===== src/rtl/video_timing_gen.sv =====
// video_timing_gen: parametrised raster timing generator (hsync, vsync,
// display_on, pixel coordinates, line/frame strobes, frame counter).
// Optional feature macro: VTG_RUNTIME_CFG_EN enables the frame-synchronous
// runtime reconfiguration port. When it is undefined, the timing is fixed by
// the parameters, cfg_ready and cfg_err read 0, and the cfg_* inputs are ignored.
module video_timing_gen #(
  parameter int CW       = 12,
  parameter int FCW      = 16,
  parameter int H_ACTIVE = 640,
  parameter int H_FP     = 16,
  parameter int H_SYNC   = 96,
  parameter int H_BP     = 48,
  parameter int V_ACTIVE = 480,
  parameter int V_FP     = 10,
  parameter int V_SYNC   = 2,
  parameter int V_BP     = 33,
  parameter int HS_POL   = 0,
  parameter int VS_POL   = 0
) (
  input  logic            clk,
  input  logic            reset_n,
  output logic            hsync,
  output logic            vsync,
  output logic            display_on,
  output logic [CW-1:0]   hpos,
  output logic [CW-1:0]   vpos,
  output logic            line_start,
  output logic            frame_start,
  output logic [FCW-1:0]  frame_cnt,
  input  logic            cfg_valid,
  output logic            cfg_ready,
  input  logic [4*CW-1:0] cfg_h,
  input  logic [4*CW-1:0] cfg_v,
  input  logic [1:0]      cfg_pol,
  output logic            cfg_err
);

  localparam logic [CW-1:0] P_HA     = CW'(H_ACTIVE);
  localparam logic [CW-1:0] P_HFP    = CW'(H_FP);
  localparam logic [CW-1:0] P_HS     = CW'(H_SYNC);
  localparam logic [CW-1:0] P_HBP    = CW'(H_BP);
  localparam logic [CW-1:0] P_VA     = CW'(V_ACTIVE);
  localparam logic [CW-1:0] P_VFP    = CW'(V_FP);
  localparam logic [CW-1:0] P_VS     = CW'(V_SYNC);
  localparam logic [CW-1:0] P_VBP    = CW'(V_BP);
  localparam logic          P_HS_POL = (HS_POL != 0);
  localparam logic          P_VS_POL = (VS_POL != 0);
  localparam logic [CW-1:0] P_ONE    = CW'(1);

  // Active timing set, packed {active, fp, sync, bp}
  logic [4*CW-1:0] w_h_set, w_v_set;
  logic            w_hs_pol, w_vs_pol;
  logic [CW-1:0]   w_ha, w_hfp, w_hs, w_hbp, w_va, w_vfp, w_vs, w_vbp;
  logic [CW-1:0]   w_ht, w_vt;
  logic [CW-1:0]   r_h_cnt, r_v_cnt;
  logic            w_h_last, w_v_last, w_frame_end, w_origin;
  logic            w_in_hs, w_in_vs;

  assign {w_ha, w_hfp, w_hs, w_hbp} = w_h_set;
  assign {w_va, w_vfp, w_vs, w_vbp} = w_v_set;
  // Accepted sets always have totals below 2^CW, so CW-bit sums cannot wrap
  assign w_ht        = w_ha + w_hfp + w_hs + w_hbp;
  assign w_vt        = w_va + w_vfp + w_vs + w_vbp;
  assign w_h_last    = (r_h_cnt == w_ht - P_ONE);
  assign w_v_last    = (r_v_cnt == w_vt - P_ONE);
  assign w_frame_end = w_h_last && w_v_last;
  assign w_origin    = (r_h_cnt == '0) && (r_v_cnt == '0);
  assign w_in_hs     = (r_h_cnt >= w_ha + w_hfp) && (r_h_cnt < w_ha + w_hfp + w_hs);
  assign w_in_vs     = (r_v_cnt >= w_va + w_vfp) && (r_v_cnt < w_va + w_vfp + w_vs);

`ifdef VTG_RUNTIME_CFG_EN
  // Handshake: a set is taken when cfg_valid && cfg_ready at a rising edge;
  // cfg_ready stays low while a set is pending and rises at the frame end
  // where that set is either applied or rejected (cfg_err pulses on reject).
  logic [4*CW-1:0] r_h_act, r_v_act, r_h_pend, r_v_pend;
  logic [1:0]      r_pol_act, r_pol_pend;
  logic            r_pend_vld, r_cfg_err;
  logic [CW+1:0]   w_cfg_ht, w_cfg_vt;
  logic            w_cfg_ok;

  assign w_cfg_ht = (CW+2)'(r_h_pend[4*CW-1 -: CW]) + (CW+2)'(r_h_pend[3*CW-1 -: CW])
                  + (CW+2)'(r_h_pend[2*CW-1 -: CW]) + (CW+2)'(r_h_pend[CW-1 -: CW]);
  assign w_cfg_vt = (CW+2)'(r_v_pend[4*CW-1 -: CW]) + (CW+2)'(r_v_pend[3*CW-1 -: CW])
                  + (CW+2)'(r_v_pend[2*CW-1 -: CW]) + (CW+2)'(r_v_pend[CW-1 -: CW]);
  assign w_cfg_ok = (r_h_pend[4*CW-1 -: CW] != '0) && (r_h_pend[2*CW-1 -: CW] != '0)
                 && (r_v_pend[4*CW-1 -: CW] != '0) && (r_v_pend[2*CW-1 -: CW] != '0)
                 && (w_cfg_ht[CW+1:CW] == 2'b00) && (w_cfg_vt[CW+1:CW] == 2'b00);

  // Capture offered sets; validate and switch only at the last pixel of a frame
  always_ff @(posedge clk or negedge reset_n) begin
    if (!reset_n) begin
      r_h_act    <= {P_HA, P_HFP, P_HS, P_HBP};
      r_v_act    <= {P_VA, P_VFP, P_VS, P_VBP};
      r_pol_act  <= {P_HS_POL, P_VS_POL};
      r_h_pend   <= '0;
      r_v_pend   <= '0;
      r_pol_pend <= '0;
      r_pend_vld <= 1'b0;
      r_cfg_err  <= 1'b0;
    end else begin
      r_cfg_err <= 1'b0;
      if (w_frame_end && r_pend_vld) begin
        if (w_cfg_ok) begin
          r_h_act   <= r_h_pend;
          r_v_act   <= r_v_pend;
          r_pol_act <= r_pol_pend;
        end
        r_cfg_err  <= !w_cfg_ok;
        r_pend_vld <= 1'b0;
      end else if (cfg_valid && !r_pend_vld) begin
        r_h_pend   <= cfg_h;
        r_v_pend   <= cfg_v;
        r_pol_pend <= cfg_pol;
        r_pend_vld <= 1'b1;
      end
    end
  end

  assign w_h_set   = r_h_act;
  assign w_v_set   = r_v_act;
  assign w_hs_pol  = r_pol_act[1];
  assign w_vs_pol  = r_pol_act[0];
  assign cfg_ready = !r_pend_vld;
  assign cfg_err   = r_cfg_err;
`else
  logic w_unused_cfg;

  assign w_h_set      = {P_HA, P_HFP, P_HS, P_HBP};
  assign w_v_set      = {P_VA, P_VFP, P_VS, P_VBP};
  assign w_hs_pol     = P_HS_POL;
  assign w_vs_pol     = P_VS_POL;
  assign cfg_ready    = 1'b0;
  assign cfg_err      = 1'b0;
  assign w_unused_cfg = ^{cfg_valid, cfg_h, cfg_v, cfg_pol};
`endif

  // Raster position counters: h wraps at HT-1, v advances on each h wrap
  always_ff @(posedge clk or negedge reset_n) begin
    if (!reset_n) begin
      r_h_cnt <= '0;
      r_v_cnt <= '0;
    end else if (w_h_last) begin
      r_h_cnt <= '0;
      r_v_cnt <= w_v_last ? '0 : r_v_cnt + P_ONE;
    end else begin
      r_h_cnt <= r_h_cnt + P_ONE;
    end
  end

  logic            r_hsync, r_vsync, r_display_on, r_line_start, r_frame_start, r_first;
  logic [CW-1:0]   r_hpos, r_vpos;
  logic [FCW-1:0]  r_frame_cnt;

  // Registered decode of the current position; all outputs share one stage
  always_ff @(posedge clk or negedge reset_n) begin
    if (!reset_n) begin
      r_hsync       <= !P_HS_POL;
      r_vsync       <= !P_VS_POL;
      r_display_on  <= 1'b0;
      r_line_start  <= 1'b0;
      r_frame_start <= 1'b0;
      r_hpos        <= '0;
      r_vpos        <= '0;
      r_frame_cnt   <= '0;
      r_first       <= 1'b1;
    end else begin
      r_hpos        <= r_h_cnt;
      r_vpos        <= r_v_cnt;
      r_display_on  <= (r_h_cnt < w_ha) && (r_v_cnt < w_va);
      r_hsync       <= w_in_hs ? w_hs_pol : !w_hs_pol;
      r_vsync       <= w_in_vs ? w_vs_pol : !w_vs_pol;
      r_line_start  <= (r_h_cnt == '0);
      r_frame_start <= w_origin;
      // The frame right after reset keeps count 0; later frames advance it
      if (w_origin) begin
        if (r_first) r_first <= 1'b0;
        else         r_frame_cnt <= r_frame_cnt + FCW'(1);
      end
    end
  end

  assign hsync       = r_hsync;
  assign vsync       = r_vsync;
  assign display_on  = r_display_on;
  assign line_start  = r_line_start;
  assign frame_start = r_frame_start;
  assign hpos        = r_hpos;
  assign vpos        = r_vpos;
  assign frame_cnt   = r_frame_cnt;

endmodule


===== config.mk =====
export PLATFORM = sky130hd
export DESIGN_NAME = video_timing_gen
export DESIGN_NICKNAME = d
export VERILOG_FILES = /design/src/rtl/video_timing_gen.sv
export SDC_FILE = /design/constraint.sdc
export NUM_CORES = 1
export LEC_CHECK = 0
export ABC_AREA = 1
export CORE_ASPECT_RATIO = 1.4
export CORE_MARGIN = 5
export CORE_UTILIZATION = 38
export DETAILED_ROUTE_END_ITERATION = 7
export PLACE_DENSITY_LB_ADDON = 0.3
export SLEW_MARGIN = 20
export SYNTH_ARGS = -nofsm -noshare
export SYNTH_HDL_FRONTEND = slang
export SYNTH_SLANG_ARGS = --single-unit

===== constraint.sdc =====
create_clock -name clk -period 1.6 [get_ports clk]
set_input_delay 0.32 -clock clk [delete_from_list [all_inputs] [get_ports clk]]
set_output_delay 0.32 -clock clk [all_outputs]
set_load 0.01 [all_outputs]

==> results.md, run 1 <==
* Grt ovf at 0
* Net switching power at 0.735 mW
* Most frequent CP cell: nand2_1
* Drt total wl at 7.76 mm
* Post-layout util at 0.526
* Final setup TNS at -18.5 ps
* Crit. End Element: flop
* WP data required at 1820 ps
* Mapped Area at 0.00335 mm²
* Register area share after synthesis at 0.524
* Cell family with most CP delay: simple AND/OR/NAND/NOR gates
* Via density at 4.88
* Cells after synthesis at 407
* Clk slew on worst S/H paths at 50 ps
* Worst skew pair latency at 330 ps
* Antenna violations before repair at 0
* Max Cap Viol at 0
* Sequential fraction of design power at 0.433
* Register bit count reported by yosys at 70
* Worst-Margin Slew at 553 ps
* Vias in the first global route at 2799
* Share of layout cells above drive strength 1 at 0.170
* First-pass GRT wire length at 13.0 mm
* Number of inserted diodes at 0
* Crit-path max FO at 8
* RSZ-0062 raised after global routing: true
* Clock Power Share at 0.557
* Ports at 148
* Int Pwr at 3.35 mW
* CTS Sinks at 70
* WP data arrival at 1830 ps
* # DRC at 0
* Final setup viols at 3
* Initial DRC count at 154
* Crit path cell chain: inv_1 -> ha_2 -> nand2_1 -> nor2_2 -> nand3_2 -> nor2_4 -> nand2_4 -> nand2_1 -> nand2_1
* CTS Hold Bufs at 0
* Syn_area_per_cell at 8.22 µm²
* Fmax at 0.621 GHz
* Core Area at 0.00861 mm²
* Pre-antenna DRT Iters at 6
* Hold Vio Cnt, Final at 0
* Delay of the slowest critical-path stage at 410 ps
* Synth cell types at 28
* Die width at 89.3 µm
* CP Launch Type: flop
* CTS buffer count at 9
* Fin. max-slew vios at 0
* Die extent in y at 121 µm
* LEAKAGE at 2.30 nW
* Fin crit period at 1610 ps
* Via count at 2922
* Fin crit share at 1.01
* Synth Warn # at 0
* Slowest CP cell: dfrtp_1
* I/O Buffers at 46
* Worst path bufs/invs at 1
* Die ar. at 0.0108 mm²
* Wire length per cell at 13.0 µm
* # H-tree levels at 3
* VDD IR max at 598 µV
* Fin nets at 595
* DP HPWL at 5.50 mm
* Clock Tree Buf Depth at 2
* Total GRT Usage at 0.157
* Max_slew headroom at 0.631
* RD Place Congestion at 0.904
* Sw Ratio at 0.180
* Worst min-delay path category: input port to asynchronous set/reset pin
* Outcome: finished, violations left
* Failing checks: negative setup slack
* Initial core utilization at 0.389
* Setup CP Type: flop to flop
* Final setup margin at -11.0 ps
* Gate power share at 0.010
* Final Skew at 4.92 ps
* CTS root buf: clkbuf_16
* Pin count of the biggest net entering global routing at 71
* PwrDens at 904 mW/mm²
* Synth-to-layout area growth at 35.2%
* CTS tree: done
* # rows at 40
* DRT antenna net count at 0
==> stage by stage <==
stage / setup WS [ps] / power [mW] / std cells / area [µm²] / hold WS [ps]
2_1_floorplan: 112 / 1.81 / 408 / 3350 / 24.4
3_3_place_gp: 36.7 / 1.85 / 577 / 4080 / 371
3_5_place_dp: -16.5 / 1.85 / 577 / 4080 / 372
4_1_cts: -10.9 / 4.13 / 598 / 4470 / 22.9
5_1_grt: -111 / 4.23 / 599 / 4530 / 41.6
6_report: -11.0 / 4.09 / 599 / 4530 / 2.12
==> path summary, 6_finish.rpt <==
kind	from	to	slack, ps	cells past startpoint
setup / recovery	r_h_cnt[0]	frame_cnt[4]	-10	9
hold / removal	reset_n	hpos[2]	2	2
setup reg to reg	r_h_cnt[0]	frame_cnt[4]	-10	9
hold reg to reg	r_h_cnt[10]	hpos[10]	430	0
max in group asynchronous	reset_n	vsync	1260	2
min in group clk	r_h_cnt[10]	hpos[10]	430	0
==> what timing repair did <==
action,in CTS,in global routing
endpoints found under the hold margin,0,0
gates cloned,1,0
pin swaps,2,3
setup endpoints to repair,22,26
gates resized for setup,20,18
setup buffers,4,1
==> flip-flops by register name, summed over array words and instances (netlist names) <==
signal       flops
r_first          1
hpos            12
line_start       1
display_on       1
frame_start      1
hsync            1
vsync            1
frame_cnt       16
r_v_cnt         12
r_h_cnt         12
vpos            12
==> power by group through the flow <==
stage	Combinational, mW	Sequential (mW)	Clock, mW
after global routing	0.0508	1.77	2.41
after global placement	0.0444	1.80	0
after detailed placement	0.0450	1.80	0
final	0.0410	1.77	2.28
after CTS	0.0450	1.77	2.32
after floorplan	0.00566	1.80	0
==> area by class of cell <==
cell class | count | area [µm²]
tap | 105 | 131
sequential | 70 | 1760
clock inverter | 2 | 60.1
multi-input combinational | 280 | 1390
fill | 819 | 4080
timing repair buffer | 76 | 687
inverter | 52 | 195
clock buffer | 14 | 294
==> Yosys cell counts (all sizes together) <==
cell type | count | area, µm²
clkinv | 1 | 3.75
nand2 | 124 | 473
xor2 | 14 | 123
ha | 5 | 62.6
buf | 7 | 55.1
nand4 | 11 | 68.8
a31oi | 1 | 6.26
nor4 | 3 | 18.8
a21oi | 2 | 10.0
nor2 | 45 | 184
nand3 | 41 | 210
o21ai | 12 | 60.1
nand3b | 3 | 22.5
inv | 51 | 191
dfrtp | 67 | 1680
xnor2 | 2 | 17.5
dfstp | 3 | 78.8
conb | 1 | 3.75
nor3 | 14 | 81.3
==> cell usage in the layout (no fill, tap or decap), types with 2 or more instances in the layout <==
cell type	n
inv_2	6
nor3_1	13
clkdlybuf4s50_1	31
nand3_1	38
nand3b_1	3
buf_6	2
nor2_1	38
xor2_1	14
dlygate4sd2_1	13
nor4_1	3
nand2_1	116
nand2_4	2
buf_4	27
a21oi_1	2
dfrtp_1	60
inv_1	45
conb_1	2
bufinv_16	2
nor2_2	6
dfstp_2	3
nand3_2	3
o21ai_1	3
nand2_2	7
o21ai_0	9
nand4_1	11
clkbuf_16	9
ha_1	4
dfrtp_2	7
clkbuf_8	5
xnor2_1	2
==> kinds of logic (layout without fill, tap and decap cells) <==
kind of cell / after synthesis / count (layout) / synth area share
simple gates: 241 / 242 / 0.316
xor+xnor: 16 / 16 / 0.0419
other cells: 1 / 2 / 0.00112
compound gates: 15 / 15 / 0.0228
flops: 70 / 70 / 0.524
fa+ha+maj: 5 / 5 / 0.0187
buf+inv: 59 / 144 / 0.0748
==> metal layers <==
metal | vias up | part of all wire | GRT usage | wire length, µm
met2 | 88 | 0.48 | 0.249 | 3720
met4 | 0 | 0.030 | 0.0726 | 231
li1 | 1452 | - | - | -
met5 | - | 0 | 0 | 0
met3 | 22 | 0.066 | 0.0516 | 515
met1 | 1360 | 0.42 | 0.191 | 3290
==> worst register-to-register path, cell delays in order, from the launching register on <==
cell,delay [ps]
dfrtp_1,410
inv_1,80
ha_2,170
nand2_1,60
nor2_2,120
nand3_2,120
nor2_4,240
nand2_4,140
nand2_1,100
nand2_1,60
No activity file was read; power rests on OpenSTA's default activity.
==> run 2, diff against run 1 <==
Settings changed: CELL_PAD_IN_SITES_DETAIL_PLACEMENT set to 1, CELL_PAD_IN_SITES_GLOBAL_PLACEMENT set to 1, CORE_UTILIZATION 38 to 27.
==> run 2 against run 1 <==
  * Sequential share of layout area fell by 2.4 points
  * The run now ends clean
  * Largest cell class unchanged
  * Die area up 36%
  * Wire length grew 24%
  * Via count grew 5.6%
  * Utilization down 13 points
  * Register-to-register slack improved by 20 ps
==> results.md, run 2 (same netlist as run 1, synthesis figures left out) <==
* WP data arrival at 1810 ps
* Slowest CP cell: dfrtp_1
* Crit-path max FO at 8
* CP Launch Type: flop
* Fin nets at 616
* Final setup TNS at 0 ps
* Drt total wl at 9.65 mm
* Die extent in y at 142 µm
* CTS tree: done
* # rows at 48
* Fin crit period at 1590 ps
* I/O Buffers at 46
* Crit path cell chain: inv_2 -> ha_4 -> nand2_2 -> nor2_4 -> nand3_2 -> nor2_4 -> buf_6 -> nand2_8 -> nand2_1 -> nand2_1
* Setup CP Type: flop to flop
* Antenna violations before repair at 0
* Layout Cells excl Fill at 665
* Hold Vio Cnt, Final at 0
* Total GRT Usage at 0.137
* Finished Cell Area at 0.00481 mm²
* Crit. End Element: flop
* Final Skew at 4.06 ps
* DP HPWL at 6.96 mm
* RD Place Congestion at 0.817
* Clk slew on worst S/H paths at 60 ps
* Grt ovf at 0
* Vias in the first global route at 3355
* CTS root buf: clkbuf_16
* Fin crit share at 0.992
* WP data required at 1820 ps
* CTS buffer count at 9
* Core Area at 0.0123 mm²
* # DRC at 0
* Ports at 148
* Pre-antenna DRT Iters at 4
* RSZ-0062 raised after global routing: true
* DRT antenna net count at 0
* Share of layout cells above drive strength 1 at 0.229
* Worst skew pair latency at 330 ps
* Pin count of the biggest net entering global routing at 53
* DP Area at 0.00418 mm²
* Wire length per cell at 14.5 µm
* Final setup viols at 0
* Die width at 104 µm
* Initial core utilization at 0.273
* Synth-to-layout area growth at 43.8%
* VDD IR max at 369 µV
* LEAKAGE at 2.41 nW
* Max Cap Viol at 0
* # H-tree levels at 3
* Tot Pwr at 3.87 mW
* Via density at 4.64
* Most common cell after layout, fill and taps aside: nand2_1
* Outcome: complete, no violations
* Initial DRC count at 83
* Worst-Margin Slew at 701 ps
* Max reg flops at 16
* Via count at 3087
* Worst min-delay path category: flop to flop
* PwrDens at 804 mW/mm²
* Fmax at 0.630 GHz
* Number of inserted diodes at 0
* Leading cell types in the layout, fill and taps excluded: 107 x nand2_1, 62 x dfrtp_1, 42 x buf_4
* Fin. max-slew vios at 0
* Die ar. at 0.0148 mm²
* Delay of the slowest critical-path stage at 410 ps
* CTS Sinks at 70
* Max_slew headroom at 0.532
* First-pass GRT wire length at 16.3 mm
* Inst Count DP at 627
* Clock Tree Buf Depth at 2
run 2: timing repair:
| item | CTS | global route |
|---|---|---|
| hold buffers | 1 | 0 |
| pin swaps | 7 | 9 |
| setup endpoints to repair | 40 | 33 |
| resized for setup | 35 | 34 |
| gates cloned | 2 | 0 |
| endpoints found under the hold margin | 22 | 0 |
| setup buffers | 14 | 6 |
run 2: per-stage QoR:
| stage | hold WS (ps) | utilization | worst slack, ps |
|---|---|---|---|
| 6_report | 433 | 0.393 | 12.6 |
| 5_1_grt | 444 | 0.393 | -115 |
| 4_1_cts | 431 | 0.382 | -24.0 |
| 3_5_place_dp | 350 | 0.341 | -64.1 |
| 3_3_place_gp | 339 | 0.341 | -27.6 |
| 2_1_floorplan | 24.4 | - | 112 |
run 2: cell type report:
cell class / instances / area (µm²)
fill: 1484 / 7440
sequential: 70 / 1760
multi-input combinational: 280 / 1490
timing repair buffer: 97 / 867
clock buffer: 11 / 253
inverter: 52 / 195
tap: 150 / 188
clock inverter: 5 / 57.6
run 2: report_power, final:
group	internal [mW]	switching [mW]	leakage, nW	total (mW)
clock	1.29	0.764	0.144	2.05
combinational	0.00928	0.0371	1.34	0.0464
sequential	1.77	0	0.925	1.77
run 2: per-layer routing:
layer / part of all wire / track usage
met4: 0.027 / 0.0709
met3: 0.035 / 0.0300
met1: 0.40 / 0.144
met2: 0.54 / 0.253
met5: 0 / 0
run 2: final timing paths:
path,startpoint,endpoint,slack (ps),cells after the start
max,r_h_cnt[0],frame_cnt[12],10,10
min,r_h_cnt[10],hpos[10],430,0
max reg2reg,r_h_cnt[0],frame_cnt[12],10,10
min reg2reg,r_h_cnt[10],hpos[10],430,0
max in group asynchronous,reset_n,r_first,770,3
min in group asynchronous,reset_n,hpos[7],530,3
run 2: worst max-delay path: cells and delay by family (launching register included):
family | cells | cell delay, ps
AND/OR/NAND/NOR | 7 | 720
buffers and inverters | 2 | 220
flip-flops | 1 | 410
adder cells (fa/ha/maj) | 1 | 130
==> run 3, diff against run 2 <==
Settings changed: CTS_CLUSTER_SIZE set to 28.
==> results of run 3 <==
The final DEF is identical to that of run 2; final timing and power are the same.
